**src/rtl/sw_capture_bank.sv**
```systemverilog
// sw_capture_bank -- switch-capture register bank for the DE2 top level.
//
// Captures SW[DATA_W-1:0] into one of DEPTH slots on a KEY[0] press, steps
// the displayed slot with KEY[1], clears the bank with KEY[2]. The selected
// slot value goes to HEX0 (blank when the slot is empty) and its index to
// HEX1. Everything is synchronous to CLOCK_50; the keys are synchronised and
// debounced before they become one-cycle press events.
//
// Build option:
//   SW_CAPTURE_DEBOUNCE_EN  defined   -> per-key debouncer (DEBOUNCE_CYCLES)
//                           undefined -> synchronised level used directly;
//                                        every 1->0 edge is a press (sim use)
//
// Ports:
//   CLOCK_50      in   single clock, rising edge
//   RESET_N       in   asynchronous active-low reset
//   SW[17:0]      in   switches, only [DATA_W-1:0] are captured
//   KEY[3:0]      in   active-low buttons: 0 capture, 1 next, 2 clear, 3 unused
//   HEX0[0:6]     out  active-low segments a..g, selected slot value
//   HEX1[0:6]     out  active-low segments a..g, selected slot index
//   LEDR[DEPTH-1:0] out per-slot valid flags

// Per-key path: 2-flop synchroniser, optional debouncer, falling-edge press.
module sw_key_path #(
  parameter int DEBOUNCE_CYCLES = 1000000
) (
  input  logic clk,
  input  logic rst_n,
  input  logic key_n,
  output logic press
);

  if (DEBOUNCE_CYCLES < 2) begin : g_bad_cfg
    $error("sw_key_path: DEBOUNCE_CYCLES must be at least 2");
  end

  // Released level (1) is the reset value so a held key after reset looks
  // like a fresh press once it has been stable long enough.
  logic [1:0] sync_q, sync_d;
  logic       key_s;

  assign sync_d = {sync_q[0], key_n};
  assign key_s  = sync_q[1];

  always_ff @(posedge clk or negedge rst_n) begin
    if (!rst_n) sync_q <= 2'b11;
    else        sync_q <= sync_d;
  end

`ifdef SW_CAPTURE_DEBOUNCE_EN
  localparam int CW = (DEBOUNCE_CYCLES > 2) ? $clog2(DEBOUNCE_CYCLES) : 1;
  localparam logic [CW-1:0] CNT_LAST = CW'(DEBOUNCE_CYCLES - 1);

  logic          db_q, db_d;
  logic [CW-1:0] cnt_q, cnt_d;

  // The counter only runs while the synchronised level disagrees with the
  // accepted level; any agreement restarts the qualification window.
  always_comb begin
    db_d  = db_q;
    cnt_d = '0;
    if (key_s != db_q) begin
      if (cnt_q == CNT_LAST) db_d  = key_s;
      else                   cnt_d = cnt_q + 1'b1;
    end
  end

  always_ff @(posedge clk or negedge rst_n) begin
    if (!rst_n) begin
      db_q  <= 1'b1;
      cnt_q <= '0;
    end else begin
      db_q  <= db_d;
      cnt_q <= cnt_d;
    end
  end

  // Press is taken from the flip itself so the action lands on the same
  // edge as the accepted level changes.
  assign press = db_q & ~db_d;
`else
  // db is the synchronised level; db_q only remembers it for edge detect.
  logic db_q, db_d;

  assign db_d = key_s;

  always_ff @(posedge clk or negedge rst_n) begin
    if (!rst_n) db_q <= 1'b1;
    else        db_q <= db_d;
  end

  assign press = db_q & ~key_s;
`endif

endmodule

module sw_capture_bank #(
  parameter int DATA_W          = 3,
  parameter int DEPTH           = 4,
  parameter int DEBOUNCE_CYCLES = 1000000
) (
  input  logic             CLOCK_50,
  input  logic             RESET_N,
  input  logic [17:0]      SW,
  input  logic [3:0]       KEY,
  output logic [0:6]       HEX0,
  output logic [0:6]       HEX1,
  output logic [DEPTH-1:0] LEDR
);

  if (DATA_W < 1 || DATA_W > 4) begin : g_bad_data_w
    $error("sw_capture_bank: DATA_W must be 1..4");
  end
  if (DEPTH < 2 || DEPTH > 16) begin : g_bad_depth
    $error("sw_capture_bank: DEPTH must be 2..16");
  end

  localparam int NUM_KEYS = 3;
  localparam int PW       = $clog2(DEPTH);
  localparam logic [PW-1:0] PTR_LAST = PW'(DEPTH - 1);

  // ---------------------------------------------------------------- keys
  logic [NUM_KEYS-1:0] press;
  logic                cap_ev, nxt_ev, clr_ev;

  for (genvar k = 0; k < NUM_KEYS; k++) begin : g_key
    sw_key_path #(
      .DEBOUNCE_CYCLES(DEBOUNCE_CYCLES)
    ) u_key (
      .clk   (CLOCK_50),
      .rst_n (RESET_N),
      .key_n (KEY[k]),
      .press (press[k])
    );
  end

  assign cap_ev = press[0];
  assign nxt_ev = press[1];
  assign clr_ev = press[2];

  // Upper switches and KEY[3] are not part of this block.
  logic unused_in;
  assign unused_in = ^{SW[17:DATA_W], KEY[3]};

  // ---------------------------------------------------------------- bank
  logic [DEPTH-1:0][DATA_W-1:0] slot_q, slot_d;
  logic [DEPTH-1:0]             valid_q, valid_d;
  logic [PW-1:0]                wr_ptr_q, wr_ptr_d;
  logic [PW-1:0]                rd_ptr_q, rd_ptr_d;

  function automatic logic [PW-1:0] ptr_inc(input logic [PW-1:0] p);
    return (p == PTR_LAST) ? '0 : p + 1'b1;
  endfunction

  // Clear wins outright. Capture and next are independent, so both may
  // fire together; a full bank simply wraps onto the oldest slot.
  always_comb begin
    slot_d   = slot_q;
    valid_d  = valid_q;
    wr_ptr_d = wr_ptr_q;
    rd_ptr_d = rd_ptr_q;
    if (clr_ev) begin
      valid_d  = '0;
      wr_ptr_d = '0;
      rd_ptr_d = '0;
    end else begin
      if (cap_ev) begin
        slot_d[wr_ptr_q]  = SW[DATA_W-1:0];
        valid_d[wr_ptr_q] = 1'b1;
        wr_ptr_d          = ptr_inc(wr_ptr_q);
      end
      if (nxt_ev) rd_ptr_d = ptr_inc(rd_ptr_q);
    end
  end

  always_ff @(posedge CLOCK_50 or negedge RESET_N) begin
    if (!RESET_N) begin
      slot_q   <= '0;
      valid_q  <= '0;
      wr_ptr_q <= '0;
      rd_ptr_q <= '0;
    end else begin
      slot_q   <= slot_d;
      valid_q  <= valid_d;
      wr_ptr_q <= wr_ptr_d;
      rd_ptr_q <= rd_ptr_d;
    end
  end

  // ------------------------------------------------------------- display
  // Patterns are a..g, MSB first, active low.
  function automatic logic [0:6] seg7(input logic [3:0] v);
    logic [0:6] s;
    case (v)
      4'h0:    s = 7'b0000001;
      4'h1:    s = 7'b1001111;
      4'h2:    s = 7'b0010010;
      4'h3:    s = 7'b0000110;
      4'h4:    s = 7'b1001100;
      4'h5:    s = 7'b0100100;
      4'h6:    s = 7'b0100000;
      4'h7:    s = 7'b0001111;
      4'h8:    s = 7'b0000000;
      4'h9:    s = 7'b0000100;
      4'hA:    s = 7'b0001000;
      4'hB:    s = 7'b1100000;
      4'hC:    s = 7'b0110001;
      4'hD:    s = 7'b1000010;
      4'hE:    s = 7'b0110000;
      default: s = 7'b0111000;
    endcase
    return s;
  endfunction

  logic [DATA_W-1:0] rd_val;
  assign rd_val = slot_q[rd_ptr_q];

  always_comb begin
    HEX0 = 7'b1111111;
    if (valid_q[rd_ptr_q]) HEX0 = seg7(4'(rd_val));
    HEX1 = seg7(4'(rd_ptr_q));
  end

  assign LEDR = valid_q;

endmodule

```
**config.mk**
```make
export PLATFORM = sky130hd
export DESIGN_NAME = sw_capture_bank
export DESIGN_NICKNAME = d
export VERILOG_FILES = /design/src/rtl/sw_capture_bank.sv
export SDC_FILE = /design/constraint.sdc
export NUM_CORES = 1
export LEC_CHECK = 0
export CAP_MARGIN = 20
export CORE_MARGIN = 2
export CORE_UTILIZATION = 47
export DETAILED_ROUTE_END_ITERATION = 7
export GPL_TIMING_DRIVEN = 0
export MAX_ROUTING_LAYER = met4
export PLACE_DENSITY = 0.79
export SLEW_MARGIN = 15
export SYNTH_ARGS = -nofsm -noshare
export SYNTH_HDL_FRONTEND = slang
export SYNTH_SLANG_ARGS = --single-unit
export TNS_END_PERCENT = 100
```
**constraint.sdc**
```tcl
create_clock -name CLOCK_50 -period 2.3 [get_ports CLOCK_50]
set_input_delay 0.345 -clock CLOCK_50 [delete_from_list [all_inputs] [get_ports CLOCK_50]]
set_output_delay 0.345 -clock CLOCK_50 [all_outputs]
set_load 0.03 [all_outputs]
```
==> results.ini <==
[power_and_ir_drop]
total_power_uw=2192
powerDensity_nw_per_um2=1175
ir_drop_uv=425.6
p_leak_uw=0.0008642

[die]
chipHeight_um=59.60
die_w_um=59.60
ioPinCount=42
design.die.area_um2=3552
core-area_um2=3003
initial_utilization_pct=48.37
rows=20

[timing]
fmax_mhz=423.4
finClkSkew_ns=0.008987
hold_viol=0
rsz0062_at_grt=true
final-setup-viol-count=5
drv_slew=0
fin_ws_ns=-0.06160
relSlewSlack_pct=62.61
fin_hold_ws_ns=0.3607
tightest_slew_ns=0.5591
setup-tns-final_ns=-0.1404
layout_worst_path_cycle_share_pct=102.7
min_period_ns=2.362

[clocking]
clockBufferDepth=2
h-tree-depth=2
tritoncts=built
holdBufCountCts=0
clk_latency_ns=0.32
path_clk_slew_ns=0.08
cts_root_buffer=clkbuf_4
cts.sinks=29
cts_buffers=5

[setup_path]
path_buf_inv=3
r2r-start=g_key[2].u_key.sync_q[1]
worstSetupPathType=register to output pin
crit_path_end_kind=output pin
path_common_cell=buf_6
rrSetupSlack_ns=0.60
worst-path-max-fanout=6
crit_family=multiplexers
critPathRequiredTime_ns=1.96
reg2reg_to=slot_q[3]
slowest_stage=mux4_2
max_stage_delay_ns=0.56
crit_chain=buf_6 > mux4_2 > inv_2 > ha_4 > nand2b_4 > nand3_2 > buf_6
reg2regPathDepth=4
cp.arrival_ns=2.02
worstSetupStartpointType=register

[cells_and_area]
stdcell_area_um2=1866
layout_common_cells=dfrtp_1 (19), clkdlybuf4s50_1 (14), nand2_1 (13)
utilization_pct=62.13
fin_nets=189
drive_gt1_share_pct=37.66
num_antenna_cells=0
area_growth_pct=28.42
final_common_cell=dfrtp_1
fillers=245

[grt]
grt_pass1_wl_mm=4.312
grt_overflow=0
grt_max_degree=20
grt_usage_pct=17.97
antenna_found_initial=0
grt_pass1_vias=957

[synthesis]
netlist_instances=116
ys_seq_area_share_pct=50.73
syn_nets=152
synth_area_per_cell_um2=12.52
synthXorXnorAreaFrac_pct=0
synth_compound_area_share_pct=1.981
synth.lib_cells_used.distinct=25
synth_top_family_by_area=multiplexers
syn_area_um2=1453
async_reset_ff_share_pct=100.0
synth_edf_count=0
synth-simple-area-share_pct=12.49
synthAdderAreaFrac_pct=10.34
synth_mux_area_share_pct=19.04
yosysWarnings=0
synthFlopType=dfrtp_1
synth_seq_cells=29

[route]
via_per_inst=5.086
routed_wl_mm=2.513
wl_per_cell_um=13.44
drt_pass1_iterations=5
remaining_drc_errors=0
drt_iter0_drc=24
vias=951
antenna_left=0

[hold_path]
hold_path_depth=0
hold_end=g_key[2].u_key.sync_q[1]
min-delay-start=g_key[2].u_key.sync_q[0]
hp-class=register to register

[placement]
port_buffers=24
dp_hpwl_mm=1.900
gp_congestion=0.7031
dpl-instance-area_um2=1762

[outcome]
status=complete, but fails checks
failed_checks=negative setup slack

[run]
drv_cap=0

==> metrics by stage <==
step           setup WS, ns  std cells
2_1_floorplan        0.1132        116
3_3_place_gp        -0.4294        173
3_5_place_dp        -0.4598        174
4_1_cts            -0.08745        186
5_1_grt             -0.1706        187
6_report           -0.06160        187
==> per-layer routing <==
metal	up-vias	wire, um	track usage [%]
met5	-	0	-
met4	0	57	9.524
met3	6	129	5.895
met2	27	1224	27.63
met1	460	1102	20.89
li1	458	-	-
==> synthesized netlist by cell type, drive strengths merged (3+ instances only) <==
master / number / area share [%]
mux2i: 4 / 2.8
nand3: 6 / 2.1
ha: 12 / 10
buf: 4 / 2.6
mux4: 4 / 7.0
dfrtp: 20 / 34
nor2b: 4 / 2.2
dfstp: 9 / 16
mux2: 12 / 9.3
inv: 8 / 2.1
nor2: 8 / 2.1
nand2: 13 / 3.4
nand2b: 3 / 1.8
==> report_power, final <==
| part | total, uW | internal [uW] | leakage, uW | switching [uW] |
|---|---|---|---|---|
| clock | 313 | 151 | 0.0000326 | 163 |
| combinational | 1140 | 560 | 0.000493 | 581 |
| sequential | 738 | 652 | 0.000338 | 85.9 |
==> area by class of cell <==
cell class / instances / area (um2) / area share, %
Sequential cell: 29 / 738.2 / 39.57
Multi-Input combinational cell: 73 / 656.9 / 35.21
Timing Repair Buffer: 30 / 292.8 / 15.69
Clock buffer: 8 / 58.81 / 3.152
Buffer: 6 / 45.04 / 2.414
Tap cell: 33 / 41.29 / 2.213
Inverter: 8 / 32.53 / 1.744
==> state kept, by name, indices dropped and copies added (netlist names) <==
register / flops
slot_q: 12
g_key.u_key.sync_q: 6
LEDR: 4
g_key.u_key.db_q: 3
rd_ptr_q: 2
wr_ptr_q: 2
==> worst max-delay path by stage <==
| stage | to | cells past startpoint | from |
|---|---|---|---|
| finish | HEX0[3] | 7 | rd_ptr_q[0] |
| global route | HEX0[3] | 7 | rd_ptr_q[0] |
| CTS | HEX0[3] | 7 | rd_ptr_q[0] |
| detailed placement | HEX0[3] | 7 | rd_ptr_q[0] |
| global placement | HEX0[3] | 7 | rd_ptr_q[0] |
| floorplan | HEX0[2] | 6 | rd_ptr_q[0] |
==> cells by family (layout without fill, tap and decap cells) <==
group                    Yosys count  in the layout
flip-flops                        29             29
adder cells (fa/ha/maj)           12             12
AO/OA/AOI/OAI                      4              4
buffers and inverters             14             52
AND/OR/NAND/NOR                   36             36
multiplexers                      20             20
other                              1              1
==> worst register-to-register path: stages, from the launching register on <==
cell and delay, ns:
dfstp_2 0.54, nand2b_1 0.09, clkbuf_1 0.30, nand3_1 0.29
mux2_1 0.38
==> repair_timing <==
item                       4_1_cts  5_1_grt
resized for setup               55        2
setup endpoints to repair       10        8
buffers inserted                 4        1
pin swaps                        3        1
No activity file was read; power rests on OpenSTA's default activity.
